`config.mk`:
```
export PLATFORM = sky130hd
export DESIGN_NAME = mips_loads_flat
export DESIGN_NICKNAME = d
export VERILOG_FILES = /design/src/rtl/mips_loads_if.sv /design/src/rtl/mips_loads.sv /design/src/flat_wrapper.sv
export SDC_FILE = /design/constraint.sdc
export NUM_CORES = 1
export LEC_CHECK = 0
export CAP_MARGIN = 15
export CORE_UTILIZATION = 29
export CTS_CLUSTER_DIAMETER = 50
export DETAILED_ROUTE_END_ITERATION = 8
export MAX_ROUTING_LAYER = met4
export PLACE_DENSITY = 0.63
export SYNTH_ARGS = -nofsm -noshare
export SYNTH_HDL_FRONTEND = slang
export SYNTH_SLANG_ARGS = --single-unit
```
`constraint.sdc`:
```
create_clock -name clk -period 1.94 [get_ports clk]
set_input_delay 0.485 -clock clk [delete_from_list [all_inputs] [get_ports clk]]
set_output_delay 0.485 -clock clk [all_outputs]
set_load 0.005 [all_outputs]
```
`src/rtl/mips_loads_if.sv`:
```
`default_nettype none
// ============================================================================
//  Module      : mips_loads_if
//  Description : Load-formatter bus: raw memory word, instruction, lanes and
//                rt value in; formatted load result and valid flag out.
//  Revision    : 1.0  initial release
// ============================================================================
interface mips_loads_if;
    logic [31:0] mem_in;
    logic [31:0] instruction;
    logic [3:0]  byteenable;
    logic [31:0] reg_in;
    logic [31:0] mem_out;
    logic        load_valid;

    modport master (
        output mem_in, instruction, byteenable, reg_in,
        input  mem_out, load_valid
    );

    modport slave (
        input  mem_in, instruction, byteenable, reg_in,
        output mem_out, load_valid
    );
endinterface
`default_nettype wire

```
`src/rtl/mips_loads.sv`:
```
`default_nettype none
// ============================================================================
//  Module      : mips_loads
//  Description : Registered MIPS load-data formatter (byte/half extraction,
//                sign/zero extension, LWL/LWR merge), one cycle latency.
//  Revision    : 1.0  initial release
// ============================================================================
module mips_loads (
    input  wire logic     clk,
    input  wire logic     reset,
    mips_loads_if.slave   bus
);

    localparam logic [5:0] c_op_lb  = 6'h20;
    localparam logic [5:0] c_op_lh  = 6'h21;
    localparam logic [5:0] c_op_lwl = 6'h22;
    localparam logic [5:0] c_op_lw  = 6'h23;
    localparam logic [5:0] c_op_lbu = 6'h24;
    localparam logic [5:0] c_op_lhu = 6'h25;
    localparam logic [5:0] c_op_lwr = 6'h26;

    logic [5:0]  w_opcode;
    logic [31:0] w_mem;
    logic [31:0] w_rt;
    logic [7:0]  w_byte;
    logic        w_byte_ok;
    logic [15:0] w_half;
    logic        w_half_ok;
    logic [31:0] w_data;
    logic        w_valid;
    logic [31:0] r_mem_out;
    logic        r_load_valid;

    assign w_opcode = bus.instruction[31:26];
    assign w_mem    = bus.mem_in;
    assign w_rt     = bus.reg_in;

    always_comb begin
        w_byte    = 8'h00;
        w_byte_ok = 1'b1;
        case (bus.byteenable)
            4'b0001: w_byte = w_mem[7:0];
            4'b0010: w_byte = w_mem[15:8];
            4'b0100: w_byte = w_mem[23:16];
            4'b1000: w_byte = w_mem[31:24];
            default: w_byte_ok = 1'b0;
        endcase
    end

    always_comb begin
        w_half    = 16'h0000;
        w_half_ok = 1'b1;
        case (bus.byteenable)
            4'b0011: w_half = w_mem[15:0];
            4'b1100: w_half = w_mem[31:16];
            default: w_half_ok = 1'b0;
        endcase
    end

    always_comb begin
        w_data  = 32'h0000_0000;
        w_valid = 1'b0;
        case (w_opcode)
            c_op_lb: if (w_byte_ok) begin
                w_data  = {{24{w_byte[7]}}, w_byte};
                w_valid = 1'b1;
            end
            c_op_lbu: if (w_byte_ok) begin
                w_data  = {24'h000000, w_byte};
                w_valid = 1'b1;
            end
            c_op_lh: if (w_half_ok) begin
                w_data  = {{16{w_half[15]}}, w_half};
                w_valid = 1'b1;
            end
            c_op_lhu: if (w_half_ok) begin
                w_data  = {16'h0000, w_half};
                w_valid = 1'b1;
            end
            c_op_lw: if (bus.byteenable == 4'b1111) begin
                w_data  = w_mem;
                w_valid = 1'b1;
            end
            // LWL: low bytes of the memory word fill the top of rt
            c_op_lwl: begin
                w_valid = 1'b1;
                case (bus.byteenable)
                    4'b0001: w_data = {w_mem[7:0],  w_rt[23:0]};
                    4'b0011: w_data = {w_mem[15:0], w_rt[15:0]};
                    4'b0111: w_data = {w_mem[23:0], w_rt[7:0]};
                    4'b1111: w_data = w_mem;
                    default: w_valid = 1'b0;
                endcase
            end
            // LWR: high bytes of the memory word fill the bottom of rt
            c_op_lwr: begin
                w_valid = 1'b1;
                case (bus.byteenable)
                    4'b1000: w_data = {w_rt[31:8],  w_mem[31:24]};
                    4'b1100: w_data = {w_rt[31:16], w_mem[31:16]};
                    4'b1110: w_data = {w_rt[31:24], w_mem[31:8]};
                    4'b1111: w_data = w_mem;
                    default: w_valid = 1'b0;
                endcase
            end
            default: ;
        endcase
    end

    always_ff @(posedge clk) begin
        if (reset) begin
            r_mem_out    <= 32'h0000_0000;
            r_load_valid <= 1'b0;
        end else begin
            r_mem_out    <= w_data;
            r_load_valid <= w_valid;
        end
    end

    assign bus.mem_out    = r_mem_out;
    assign bus.load_valid = r_load_valid;

endmodule
`default_nettype wire

```
`src/flat_wrapper.sv`:
```
// flat-port wrapper written by rule: the top's interface ports become plain ports
module mips_loads_flat 
  (clk, reset, bus_mem_in, bus_instruction, bus_byteenable, bus_reg_in, bus_mem_out, bus_load_valid);
  mips_loads_if bus_i ();
  input  wire logic clk;
  input  wire logic reset;
  input wire logic [$bits(bus_i.mem_in)-1:0] bus_mem_in;
  input wire logic [$bits(bus_i.instruction)-1:0] bus_instruction;
  input wire logic [$bits(bus_i.byteenable)-1:0] bus_byteenable;
  input wire logic [$bits(bus_i.reg_in)-1:0] bus_reg_in;
  output wire logic [$bits(bus_i.mem_out)-1:0] bus_mem_out;
  output wire logic [$bits(bus_i.load_valid)-1:0] bus_load_valid;
  assign bus_i.mem_in = bus_mem_in;
  assign bus_i.instruction = bus_instruction;
  assign bus_i.byteenable = bus_byteenable;
  assign bus_i.reg_in = bus_reg_in;
  assign bus_mem_out = bus_i.mem_out;
  assign bus_load_valid = bus_i.load_valid;
  mips_loads u_core (.clk(clk), .reset(reset), .bus(bus_i));
endmodule
```
=== Word level (Yosys, flattened, before mapping) ===
Index checks and enable logic that the tools add are counted.
Widths: inputs -> output; s select.

* Bits in read-only memories: 0
* Output and inout port bits: 33
* Latch bits: 0
* Memories: 0
* RAM bits: 0
* Logic and storage cells: 42
* Register bits after elaboration: 33

* $mul: 0
* Magnitude comparators: 0
* Eq/ne operators: 16
* Muxes and demuxes: 18
* Div/mod/pow operators: 0
* Add/subtract/negate cells: 0
* Reductions and logical operators: 6
* Bitwise logic cells: 0
* Shifts and indexed selects: 0

{| class="wikitable"
|+ Operators by type and width
! operator !! number
|-
| $pmux 32 s4 || 2
|-
| $pmux 32 s7 || 1
|-
| $mux 32 || 3
|-
| $eq 6x6->1 const B || 7
|-
| $pmux 16 s2 || 1
|-
| $pmux 8 s4 || 1
|-
| $eq 4x4->1 const B || 4
|-
| $mux 16 || 1
|-
| $reduce_or 4->1 || 3
|-
| $eq 4x2->1 const B || 2
|-
| $eq 4x3->1 const B || 2
|-
| $mux 8 || 1
|-
| $mux 1 || 7
|-
| $reduce_or 2->1 || 3
|-
| $pmux 1 s5 || 1
|-
| $eq 4x1->1 const B || 1
|}

=== Logic depth before layout (Yosys ltp) ===
* Depth after elaboration: 5
* Gate-level depth with buffers: 9
* Mapped depth without buffers: 5

=== Worst setup path after synthesis ===
OpenSTA, ideal clock, no wires.

* Path kind: input to register
* Start point: in bus_byteenable[0]
* End point: reg u_core.r_mem_out[3], in the netlist u_core.bus.mem_out[3]
* Cell stages on the path: 8
* Setup slack: -3 ps
* Setup time: 134 ps
* Path buffers: 3
* Arrival time: 1809 ps
* Cells stage by stage: buf_2 > buf_2 > nand2_1 > buf_2 > nor2_1 > a221o_1 > a221oi_1 > a21oi_1

* Cells in the longest elaborated chain, start to end: 5
* Elaborated cells on any way between the ends: 23

{| class="wikitable"
|+ RTL lines
! element !! RTL line !! source
|-
| from (decl) || flat_wrapper.sv:9 || <nowiki>input wire logic [$bits(bus_i.byteenable)-1:0] bus_byteenable;</nowiki>
|-
| $eq 4x2->1 (tied with other cells) || mips_loads.sv:41 || <nowiki>case (bus.byteenable)</nowiki>
|-
| $reduce_or 4->1 (no source line) / $reduce_or 2->1 (equally long branches) || -- ||
|-
| $mux 1 (on tied branches) || mips_loads.sv:41, mips_loads.sv:53 ||
|-
| $mux 8 (tied with other cells) || mips_loads.sv:68 || <nowiki>c_op_lbu: if (w_byte_ok) begin</nowiki>
|-
| $pmux 32 s7 * || mips_loads.sv:63 || <nowiki>case (w_opcode)</nowiki>
|-
| to (signal assigned) || mips_loads.sv:115 || <nowiki>r_mem_out <= w_data;</nowiki>
|-
| to (decl) || mips_loads.sv:31 || <nowiki>logic [31:0] r_mem_out;</nowiki>
|}

Every way passes the cells marked *; elsewhere a longest branch is shown, timed or not.
A chain may end at the register's enable or synchronous reset.

=== Worst setup path in the final report ===
* Start point: in bus_byteenable[1]
* End point: reg u_core.r_mem_out[14], in the netlist u_core.bus.mem_out[14]

* Cells in the longest elaborated chain, start to end: 5
* Elaborated cells on any way between the ends: 22

{| class="wikitable"
|+ RTL lines
! element !! RTL line !! source
|-
| $eq 4x2->1 (tied with other cells) || mips_loads.sv:41 ||
|-
| $reduce_or 4->1 (no source line) / $reduce_or 2->1 (equally long branches) || -- ||
|-
| $mux 1 (on tied branches) || mips_loads.sv:41, mips_loads.sv:53 ||
|-
| $mux 32 (tied with other cells) || mips_loads.sv:64 || <nowiki>c_op_lb: if (w_byte_ok) begin</nowiki>
|-
| $pmux 32 s7 * || mips_loads.sv:63 ||
|}

Marks and branches as above.

==> out/metrics.cfg <==
[yosys]
yosys-top-cells-area = dfxtp_1, mux2i_1, a21oi_1, a22oi_1, nand2_1
synth_top_area_share_pct = 18.2
ys_ff_latch = 33
yosys.area.top_type = dfxtp_1
synth_enable_flop_cells = 0
synth_commonest_cells = nand2_1, a21oi_1, dfxtp_1
synth_most_common_cell = nand2_1
ys_types = 63
yosysWarnings = 0
synth-seq-area-share_pct = 18.2
syn_nets = 574
synthCells = 472
synth-async-reset-ratio_pct = 0
synth_flop_cell = dfxtp_1
avgSynthCellArea_um2 = 7.68
syn_area_mm2 = 0.00363

[worst_setup_path]
cp-end-kind = register
cp.arrival_ns = 2.13
path_max_fanout = 12
cp.required_ns = 2.16
cp-start-kind = primary input
critPathKind = in2reg

[run_status]
status = complete, no violations

[global_routing]
track_usage_pct = 31.7
antenna_found_initial = 0
grt_max_degree = 24
grt_pass1_vias = 5236
grt_overflow = 0
grt_pass1_wl_um = 29900

[sta]
period_share_pct = 98.3
max_freq_ghz = 0.524
worst_slew_pin_slew_ns = 0.414
setup_viol = 0
slew_headroom_pct = 72.1
timing_hold_violations_final = 0
fin_ws_ns = 0.0321
rsz0062_at_grt = no
drv_slew = 0
timing.final.crit_period_ns = 1.91

[cts]
cts_root_buf = clkbuf_16
cts_sinks = 33
cts_htree_levels = 2
clk_path_buf_depth = 2
numCtsBuffers = 5
hold_buffers = 0
clk_pin_slew_ns = 0.07
cts_tree = built

[power]
internal_power_mw = 1.86
power_density_mw_per_mm2 = 417
finalPower_mw = 2.68
switching_share_pct = 30.4
clkPwrFrac_pct = 41.4
power_leakage_nw = 2.57
power_frac_seq_pct = 25.3
switchingPower_uw = 815
comb_power_share_pct = 33.3
vdd_drop_max_mv = 0.338

[hold_path]
hold_path.class = in2reg

[floorplanning]
dieWidth_um = 114
start_util_pct = 29.9
core_mm2 = 0.0121
die_y_um = 114
rows = 40
ios = 135
dieArea_mm2 = 0.0130

[place]
pre_cts_slack_ns = -0.784
io_buffers = 108
gp_congestion = 0.935
dpl.hpwl_um = 14600

[route]
drt_iter0_markers = 782
vias = 5302
ant_nets = 0
wl_per_cell_um = 22.7
wl_um = 19900
firstDrtPassIters = 6
via_per_inst = 6.06
drc = 0

[finish]
nNetsFinal = 808
antenna_cells = 0
drive_above_1_share_pct = 33.7
synthToLayoutAreaGrowth_pct = 77.0

[job]
max_cap_viol_count = 0

power by group through the flow:
stage / combinational (mW) / sequential [mW] / clock (mW)
2_1_floorplan: 0.325 / 0.693 / 0
3_3_place_gp: 0.835 / 0.693 / 0
3_5_place_dp: 0.833 / 0.693 / 0
4_1_cts: 0.853 / 0.678 / 1.11
5_1_grt: 0.933 / 0.677 / 1.14
6_report: 0.892 / 0.678 / 1.11
cells by family (layout without fill, tap and decap cells):
kind of cell	after synthesis	count (layout)	synth area share, %
XOR/XNOR	2	2	0.483
AND/OR/NAND/NOR	154	154	25.7
buffers and inverters	53	288	7.07
flip-flops	33	33	18.2
multiplexers	31	31	8.80
AO/OA/AOI/OAI	199	199	39.8
flip-flops by register name (all words and copies together), names as in the netlist:
| register | cells |
|---|---|
| u_core.bus.mem_out | 32 |
| u_core.bus.load_valid | 1 |
stage by stage:
stage / util (%) / TNS (ns) / instances / area, µm² / hold WS, ns
global placement: 49.2 / -20.91 / 857 / 5960 / 1.14
CTS: 52.4 / -0.258 / 873 / 6340 / 0.818
global route: 53.0 / 0 / 875 / 6420 / 0.782
finish: 53.0 / 0 / 875 / 6420 / 0.756
floorplan: - / 0 / 472 / 3630 / 0.595
detailed placement: 49.2 / -21.71 / 857 / 5960 / 1.14
final timing paths:
check             slack [ns]                           endpoint         startpoint  depth (start not counted)
setup / recovery        0.03  u_core.bus.mem_out[14]$_SDFF_PP0_  bus_byteenable[1]                          8
hold / removal          0.76  u_core.bus.mem_out[31]$_SDFF_PP0_     bus_mem_in[31]                          4
worst max-delay path, stage by stage:
cell      delay, ns
clkbuf_4       0.20
buf_12         0.17
and3b_1        0.22
o21ai_0        0.13
and2_4         0.17
or3_4          0.40
buf_6          0.16
a41oi_2        0.18
cell usage in the layout, fill, tap and decap left out, types with 8 or more instances in the layout:
cell type / synthesis / routed
buf_4: 6 / 145
clkdlybuf4s50_1: 0 / 94
nand2_1: 44 / 44
a21oi_1: 34 / 33
dfxtp_1: 33 / 33
o21ai_0: 30 / 28
mux2i_1: 24 / 24
nand3_1: 20 / 20
a22oi_1: 22 / 20
buf_6: 1 / 13
nor2b_1: 13 / 12
a222oi_1: 12 / 12
a22o_1: 11 / 11
and2_1: 12 / 10
a32o_1: 10 / 10
nor2_1: 13 / 9
o22ai_1: 10 / 9
a31oi_1: 12 / 9
nand3b_1: 9 / 9
buf_12: 0 / 9
and3_1: 11 / 8
a21o_1: 8 / 8
metal layers:
metal / GRT usage [%] / wire length (µm) / vias to the layer above
li1: - / - / 2332
met1: 39.9 / 8180 / 2524
met2: 49.9 / 9150 / 374
met3: 4.30 / 1700 / 72
met4: 15.5 / 837 / 0
met5: - / 0 / -
layout make-up:
cell class,count,area (µm²)
fillers,1157,5690
multi-input cells,386,2880
repair buffers,274,2460
flip-flops and latches,33,661
well taps,168,210
clock buffers,5,125
clock inverters,3,65.1
inverters,6,22.5
what timing repair did:
action | in CTS | in global routing
pin swaps | 10 | 13
gates cloned | 1 | 0
buffers inserted | 7 | 4
setup endpoints to repair | 33 | 33
resized for setup | 52 | 28
(Power assumes the default switching activity.)
